File: src/rtl/rah_sha_pkg.sv
// rtl/rah_sha_pkg.sv - shared widths, counts and state encoding for the RAH SHA host link
package rah_sha_pkg;

  localparam int WORD_W       = 48;
  localparam int HDR_W        = 512;
  localparam int HASH_W       = 256;
  localparam int HDR_WORDS    = 11;
  localparam int HASH_WORDS   = 6;
  localparam int LAST_CHUNK_W = 16;

  localparam int WORD_CNT_W  = 4;
  localparam int CHUNK_CNT_W = 3;

  typedef enum logic [1:0] {
    ST_IDLE = 2'd0,
    ST_SEND = 2'd1,
    ST_RECV = 2'd2,
    ST_RESP = 2'd3
  } state_e;

endpackage

File: src/rtl/rah_sha_hdr_serializer.sv
// rtl/rah_sha_hdr_serializer.sv - splits a 512-bit header into eleven 48-bit FIFO words
module rah_sha_hdr_serializer
  import rah_sha_pkg::*;
(
  input  logic              clk,
  input  logic              rst,
  input  logic              load,
  input  logic [HDR_W-1:0]  header,
  input  logic              active,
  input  logic              wr_fifo_full,
  output logic              write_en,
  output logic [WORD_W-1:0] write_data,
  output logic              done
);

  localparam logic [WORD_CNT_W-1:0] LAST_WORD = WORD_CNT_W'(HDR_WORDS - 1);

  logic [HDR_W-1:0]      shreg_q, shreg_d;
  logic [WORD_CNT_W-1:0] word_cnt_q, word_cnt_d;

  // The current word is always the top of the shift register; a full FIFO simply holds it.
  always_comb begin
    write_en   = active && !wr_fifo_full;
    write_data = shreg_q[HDR_W-1 -: WORD_W];
    done       = write_en && (word_cnt_q == LAST_WORD);
    shreg_d    = shreg_q;
    word_cnt_d = word_cnt_q;
    if (load) begin
      shreg_d    = header;
      word_cnt_d = '0;
    end else if (write_en) begin
      shreg_d = {shreg_q[HDR_W-WORD_W-1:0], {WORD_W{1'b0}}};
      if (word_cnt_q != LAST_WORD) begin
        word_cnt_d = word_cnt_q + WORD_CNT_W'(1);
      end
    end
  end

  // Shift register and word counter state.
  always_ff @(posedge clk or posedge rst) begin
    if (rst) begin
      shreg_q    <= '0;
      word_cnt_q <= '0;
    end else begin
      shreg_q    <= shreg_d;
      word_cnt_q <= word_cnt_d;
    end
  end

endmodule

File: src/rtl/rah_sha_host_link.sv
// rtl/rah_sha_host_link.sv - host endpoint: header out over write FIFO, hash back over read FIFO
module rah_sha_host_link
  import rah_sha_pkg::*;
#(
  parameter int RESP_TIMEOUT = 1024
) (
  input  logic                clk,
  input  logic                rst,
  input  logic                req_valid,
  output logic                req_ready,
  input  logic [HDR_W-1:0]    req_header,
  input  logic                wr_fifo_full,
  output logic                wr_fifo_write_en,
  output logic [WORD_W-1:0]   wr_fifo_write_data,
  input  logic                rd_fifo_empty,
  output logic                rd_fifo_read_en,
  input  logic [WORD_W-1:0]   rd_fifo_read_data,
  output logic                resp_valid,
  input  logic                resp_ready,
  output logic [HASH_W-1:0]   resp_hash,
  output logic                busy,
  output logic                timeout_err
);

  localparam int TMO_W = $clog2(RESP_TIMEOUT);
  localparam logic [TMO_W-1:0]       TMO_MAX    = TMO_W'(RESP_TIMEOUT - 1);
  localparam logic [TMO_W-1:0]       TMO_FIRE   = TMO_W'(RESP_TIMEOUT - 2);
  localparam logic [CHUNK_CNT_W-1:0] CHUNK_LAST = CHUNK_CNT_W'(HASH_WORDS - 1);
  localparam logic [CHUNK_CNT_W-1:0] ISSUE_MAX  = CHUNK_CNT_W'(HASH_WORDS);

  state_e                 state_q, state_d;
  logic [CHUNK_CNT_W-1:0] chunk_cnt_q, chunk_cnt_d;
  logic [CHUNK_CNT_W-1:0] issued_cnt_q, issued_cnt_d;
  logic                   pending_q, pending_d;
  logic [TMO_W-1:0]       tmo_cnt_q, tmo_cnt_d;
  logic [HASH_W-1:0]      hash_q, hash_d;
  logic                   timeout_err_q, timeout_err_d;

  logic ser_load;
  logic ser_done;
  logic rd_en;

  assign ser_load = (state_q == ST_IDLE) && req_valid;

  rah_sha_hdr_serializer u_ser (
    .clk          (clk),
    .rst          (rst),
    .load         (ser_load),
    .header       (req_header),
    .active       (state_q == ST_SEND),
    .wr_fifo_full (wr_fifo_full),
    .write_en     (wr_fifo_write_en),
    .write_data   (wr_fifo_write_data),
    .done         (ser_done)
  );

  assign rd_en           = (state_q == ST_RECV) && !rd_fifo_empty && (issued_cnt_q < ISSUE_MAX);
  assign rd_fifo_read_en = rd_en;
  assign req_ready       = (state_q == ST_IDLE) && !rst;
  assign busy            = (state_q != ST_IDLE);
  assign resp_valid      = (state_q == ST_RESP);
  assign resp_hash       = hash_q;
  assign timeout_err     = timeout_err_q;

  // Next-state, readback assembly and response timeout.
  always_comb begin
    state_d       = state_q;
    chunk_cnt_d   = chunk_cnt_q;
    issued_cnt_d  = issued_cnt_q;
    pending_d     = rd_en;
    tmo_cnt_d     = tmo_cnt_q;
    hash_d        = hash_q;
    timeout_err_d = 1'b0;
    case (state_q)
      ST_IDLE: begin
        if (req_valid) begin
          chunk_cnt_d  = '0;
          issued_cnt_d = '0;
          tmo_cnt_d    = '0;
          state_d      = ST_SEND;
        end
      end
      ST_SEND: begin
        if (ser_done) begin
          state_d = ST_RECV;
        end
      end
      ST_RECV: begin
        if (rd_en) begin
          issued_cnt_d = issued_cnt_q + CHUNK_CNT_W'(1);
          tmo_cnt_d    = '0;
        end else if (tmo_cnt_q != TMO_MAX) begin
          tmo_cnt_d = tmo_cnt_q + TMO_W'(1);
        end
        if (pending_q) begin
          // Data of the previous cycle's read lands at the slot for this chunk.
          for (int k = 0; k < HASH_WORDS - 1; k++) begin
            if (chunk_cnt_q == CHUNK_CNT_W'(k)) begin
              hash_d[k*WORD_W +: WORD_W] = rd_fifo_read_data;
            end
          end
          if (chunk_cnt_q == CHUNK_LAST) begin
            hash_d[HASH_W-1 -: LAST_CHUNK_W] = rd_fifo_read_data[LAST_CHUNK_W-1:0];
            state_d = ST_RESP;
          end else begin
            chunk_cnt_d = chunk_cnt_q + CHUNK_CNT_W'(1);
          end
        end else if (!rd_en && tmo_cnt_q == TMO_FIRE) begin
          // Counter reaches its terminal value on this edge; give up on the bridge.
          timeout_err_d = 1'b1;
          state_d       = ST_IDLE;
        end
      end
      ST_RESP: begin
        if (resp_ready) begin
          state_d = ST_IDLE;
        end
      end
      default: state_d = ST_IDLE;
    endcase
  end

  // FSM and datapath registers; reset abandons any in-flight FIFO traffic.
  always_ff @(posedge clk or posedge rst) begin
    if (rst) begin
      state_q       <= ST_IDLE;
      chunk_cnt_q   <= '0;
      issued_cnt_q  <= '0;
      pending_q     <= 1'b0;
      tmo_cnt_q     <= '0;
      hash_q        <= '0;
      timeout_err_q <= 1'b0;
    end else begin
      state_q       <= state_d;
      chunk_cnt_q   <= chunk_cnt_d;
      issued_cnt_q  <= issued_cnt_d;
      pending_q     <= pending_d;
      tmo_cnt_q     <= tmo_cnt_d;
      hash_q        <= hash_d;
      timeout_err_q <= timeout_err_d;
    end
  end

endmodule
File: config.mk
export PLATFORM = sky130hd
export DESIGN_NAME = rah_sha_host_link
export DESIGN_NICKNAME = d
export VERILOG_FILES = /design/src/rtl/rah_sha_pkg.sv /design/src/rtl/rah_sha_hdr_serializer.sv /design/src/rtl/rah_sha_host_link.sv
export SDC_FILE = /design/constraint.sdc
export NUM_CORES = 2
export LEC_CHECK = 0
export CAP_MARGIN = 20
export CORE_AREA = 5 5 342 344
export DETAILED_ROUTE_END_ITERATION = 16
export DIE_AREA = 0 0 347 349
export DONT_BUFFER_PORTS = 1
export SYNTH_ARGS = -nofsm -noshare
export SYNTH_HDL_FRONTEND = slang
export SYNTH_SLANG_ARGS = --single-unit
File: constraint.sdc
create_clock -name clk -period 31.3 [get_ports clk]
set_clock_uncertainty 0.05 [all_clocks]
set_input_delay 6.26 -clock clk [delete_from_list [all_inputs] [get_ports clk]]
set_output_delay 6.26 -clock clk [all_outputs]
set_load 0.02 [all_outputs]
==> summary.md <==
| Metric | Value |
|---|---|
| Count leader, synth | nand2_1 |
| Die area | approximately 120,000 um2 |
| Placed Instances | about 4.4k |
| Worst Path Buf+Inv | 1 |
| Yosys warns | 0 |
| H-tree depth | 3 |
| Cell breakdown of the critical path | or3b_4 > inv_8 |
| Final setup viols | 0 |
| Fmax | between 70 and 80 MHz |
| CP endpoint kind | primary output |
| Clk root buf | clkbuf_16 |
| Tightest Hold Check Type | flip-flop to flip-flop |
| DR WL/cell | between 20 and 25 um |
| Post-CTS Setup Bufs | 0 |
| Multi-input logic area | around 12,000 um2 |
| Syn Area/Cell | about 11 um2 |
| Row count | between 100 and 150 |
| Detailed Routing Iterations Pass 1 | 6 |
| CTS buffer count | between 80 and 90 |
| Static Leakage | 17.0 nW |
| Sequential power share | a little under half |
| Die X | around 350 um |
| GRT Overall Usage | roughly 18% |
| Non-Filler Instances | 4,557 |
| Switching Fraction | about 34% |
| PwrDens | 89.2 nW/um2 |
| Reg area | between 15,000 and 20,000 um2 |
| Area leader, netlist | dfrtp_1 |
| Max-slew headroom | between 20% and 30% |
| Internal power | 0.00217 W |
| First-pass GRT wire length | approximately 160 mm |
| CP Class | input port to primary output |
| Sequential fraction of the synthesis area | 59.8% |
| Number of hold buffers added after cts | 0 |
| Sink Count | between 700 and 800 |
| Async S/R FF share, synth | 100% |
| Max-cap viol count | 0 |
| Final net count | 3,542 |
| Vias | 22.8k |
| PostCTS Resize Cnt | 0 |
| Reg-to-reg slack, setup | 26,400 ps |
| Register clock-pin slew on the reported worst setup and hold paths | ~50 ps |
| Ports | approximately 880 |
| Starting density of the core | 29.2% |
| CP Data Required Time | between 20,000 and 25,000 ps |
| Synthesis-to-finish area growth | 11.8% |
| Post-DP HPWL | about 80 mm |
| CTS tree | built |
| EDFF count, synth | 0 |
| Die height | between 300 and 400 um |
| WL final | approximately 110 mm |
| Initial DRC Count | ~2.0k |
| Fin. Hold Viols | 0 |
| Tmin final | roughly 14,000 ps |
| Synth Cell Area | between 30,000 and 40,000 um2 |
| Filler instances | between 10k and 15k |
| Largest net degree at the start of global routing | ~190 |
| #FFs+latches synth | approximately 790 |
| Vias per cell | 5.01 |
| Routed Antenna Nets | 0 |
| Residual DRC count | 0 |
| RSZ-0062 raised after global routing | no |
| CP top delay family | simple AND/OR/NAND/NOR gates |
| Comb pwr share | 20.8% |
| Clock Latency Late Sink | ~670 ps |
| Worst vdd ir | just under 50 uV |
| Synth top area cells | dfrtp_1 (60%), nand2_1 (11%), mux2_2 (6.7%) |
| CP peak stage delay | between 600 and 700 ps |
| Post-synth top cells | nand2_1 (941), dfrtp_1 (792), a22oi_1 (241) |
| CTS Buffer Depth | 3 |
| Net load switching power | approximately 0.0011 W |
| Max-slew violations | 0 |
| Gp weighted congestion | approximately 0.84 |
| Fraction of layout cells with a size suffix above 1 | approximately 15% |
| Crit-path slowest cell | or3b_4 |
| Number of global-route vias before repair | between 20k and 25k |
| Actual slew at the worst max-slew pin | roughly 1100 ps |
| Core area | between 100,000 and 150,000 um2 |
| Synth Net Count | ~3.7k |
| Post-synthesis cell type count | between 50 and 60 |
| Share of the synthesized area in the top cell type | roughly three fifths |
| CP Launch Type | input port |
| Post-synthesis cell count | a little over 3k |
| Grt total ovfl | 0 |
| Status | finished, final reports clean |
| Period utilisation layout | between 40% and 50% |
| Crit path DAT | 7700 ps |
| Max FO, Critical Path | 110 |
| Total Neg Setup Slack | 0 ps |
| Clk pwr share | 32.1% |
| Initial antenna violation count | 30 |
| Port bufs | 0 |
| Most used flip-flop cell after synthesis | dfrtp_1 |
[layout make-up]
cell class | count | share of cell area (%)
Inverter | 10 | 0.142
Sequential cell | 792 | 53.5
Antenna cell | 14 | 0.0946
Clock buffer | 126 | 6.96
Tap cell | 1512 | 5.11
Multi-Input combinational cell | 2043 | 32.1
Timing Repair Buffer | 31 | 0.905
Clock inverter | 29 | 1.16
[cell families after synthesis]
family	count (synthesis)	share of synthesized area [%]
AO/OA/AOI/OAI	548	11.7
adder cells (fa/ha/maj)	10	0.378
AND/OR/NAND/NOR	1223	14.3
buffers and inverters	278	4.34
flip-flops	792	59.8
multiplexers	259	9.48
XOR/XNOR	3	0.0793
[power by group through the flow]
| stage | clock (W) | combinational, W | sequential, W |
|---|---|---|---|
| final | 0.00106 | 0.000686 | 0.00156 |
| after global routing | 0.00113 | 0.000794 | 0.00159 |
| after CTS | 0.00109 | 0.000700 | 0.00156 |
| after detailed placement | 0 | 0.000699 | 0.00157 |
| after global placement | 0 | 0.000680 | 0.00157 |
| after floorplan | 0 | 0.000614 | 0.00146 |
[metrics by stage]
stage	total power, W	area [um2]	worst slack (ps)	hold WS, ps	utilization [%]
floorplan	0.00208	33100	2750	396	-
detailed placement	0.00227	33900	17190	413	29.9
finish	0.00331	37000	17290	423	32.6
CTS	0.00335	36900	17200	428	32.5
global route	0.00352	37000	17190	443	32.6
global placement	0.00225	33900	17180	409	29.9
[registers in the layout, summed over array words and instances (netlist names)]
name / flops
timeout_err: 1
chunk_cnt_q: 3
resp_hash: 256
issued_cnt_q: 3
pending_q: 1
u_ser.word_cnt_q: 4
state_q: 2
u_ser.shreg_q: 512
tmo_cnt_q: 10
[routing by layer]
layer	share of wire, %	vias to the layer above	global-route usage (%)
met5	0.15	-	0
met4	3.8	24	6.48
met3	11	204	7.77
met2	46	910	27.9
met1	39	11300	21.3
li1	-	10400	-
[path summary, 6_finish.rpt]
path / startpoint / endpoint / cells past startpoint
worst min register to register: u_ser.shreg_q[230] / u_ser.shreg_q[230] / 2
worst min-delay path: u_ser.shreg_q[230] / u_ser.shreg_q[230] / 2
max in group asynchronous: rst / u_ser.shreg_q[16] / 4
worst max register to register: state_q[1] / u_ser.shreg_q[453] / 7
worst max-delay path: wr_fifo_full / wr_fifo_write_en / 2
min in group asynchronous: rst / resp_hash[86] / 1
[cell usage in the layout (no fill, tap or decap), types with 5 or more instances in the layout]
master,netlist,routed
nand2_1,941,940
dfrtp_1,792,792
a22oi_1,241,241
nor2_1,233,233
a31oi_1,221,221
mux2_2,197,197
clkbuf_16,0,89
mux2_4,60,60
a22o_1,48,48
buf_4,62,24
clkbuf_8,0,21
clkbuf_1,109,16
diode_2,0,14
nand3_1,14,13
ha_1,10,10
o21ai_0,9,9
clkinv_2,0,9
a21oi_1,8,8
inv_1,9,8
bufinv_16,0,5
buf_12,0,5
Note: power is estimated with default switching activity, not from simulation.
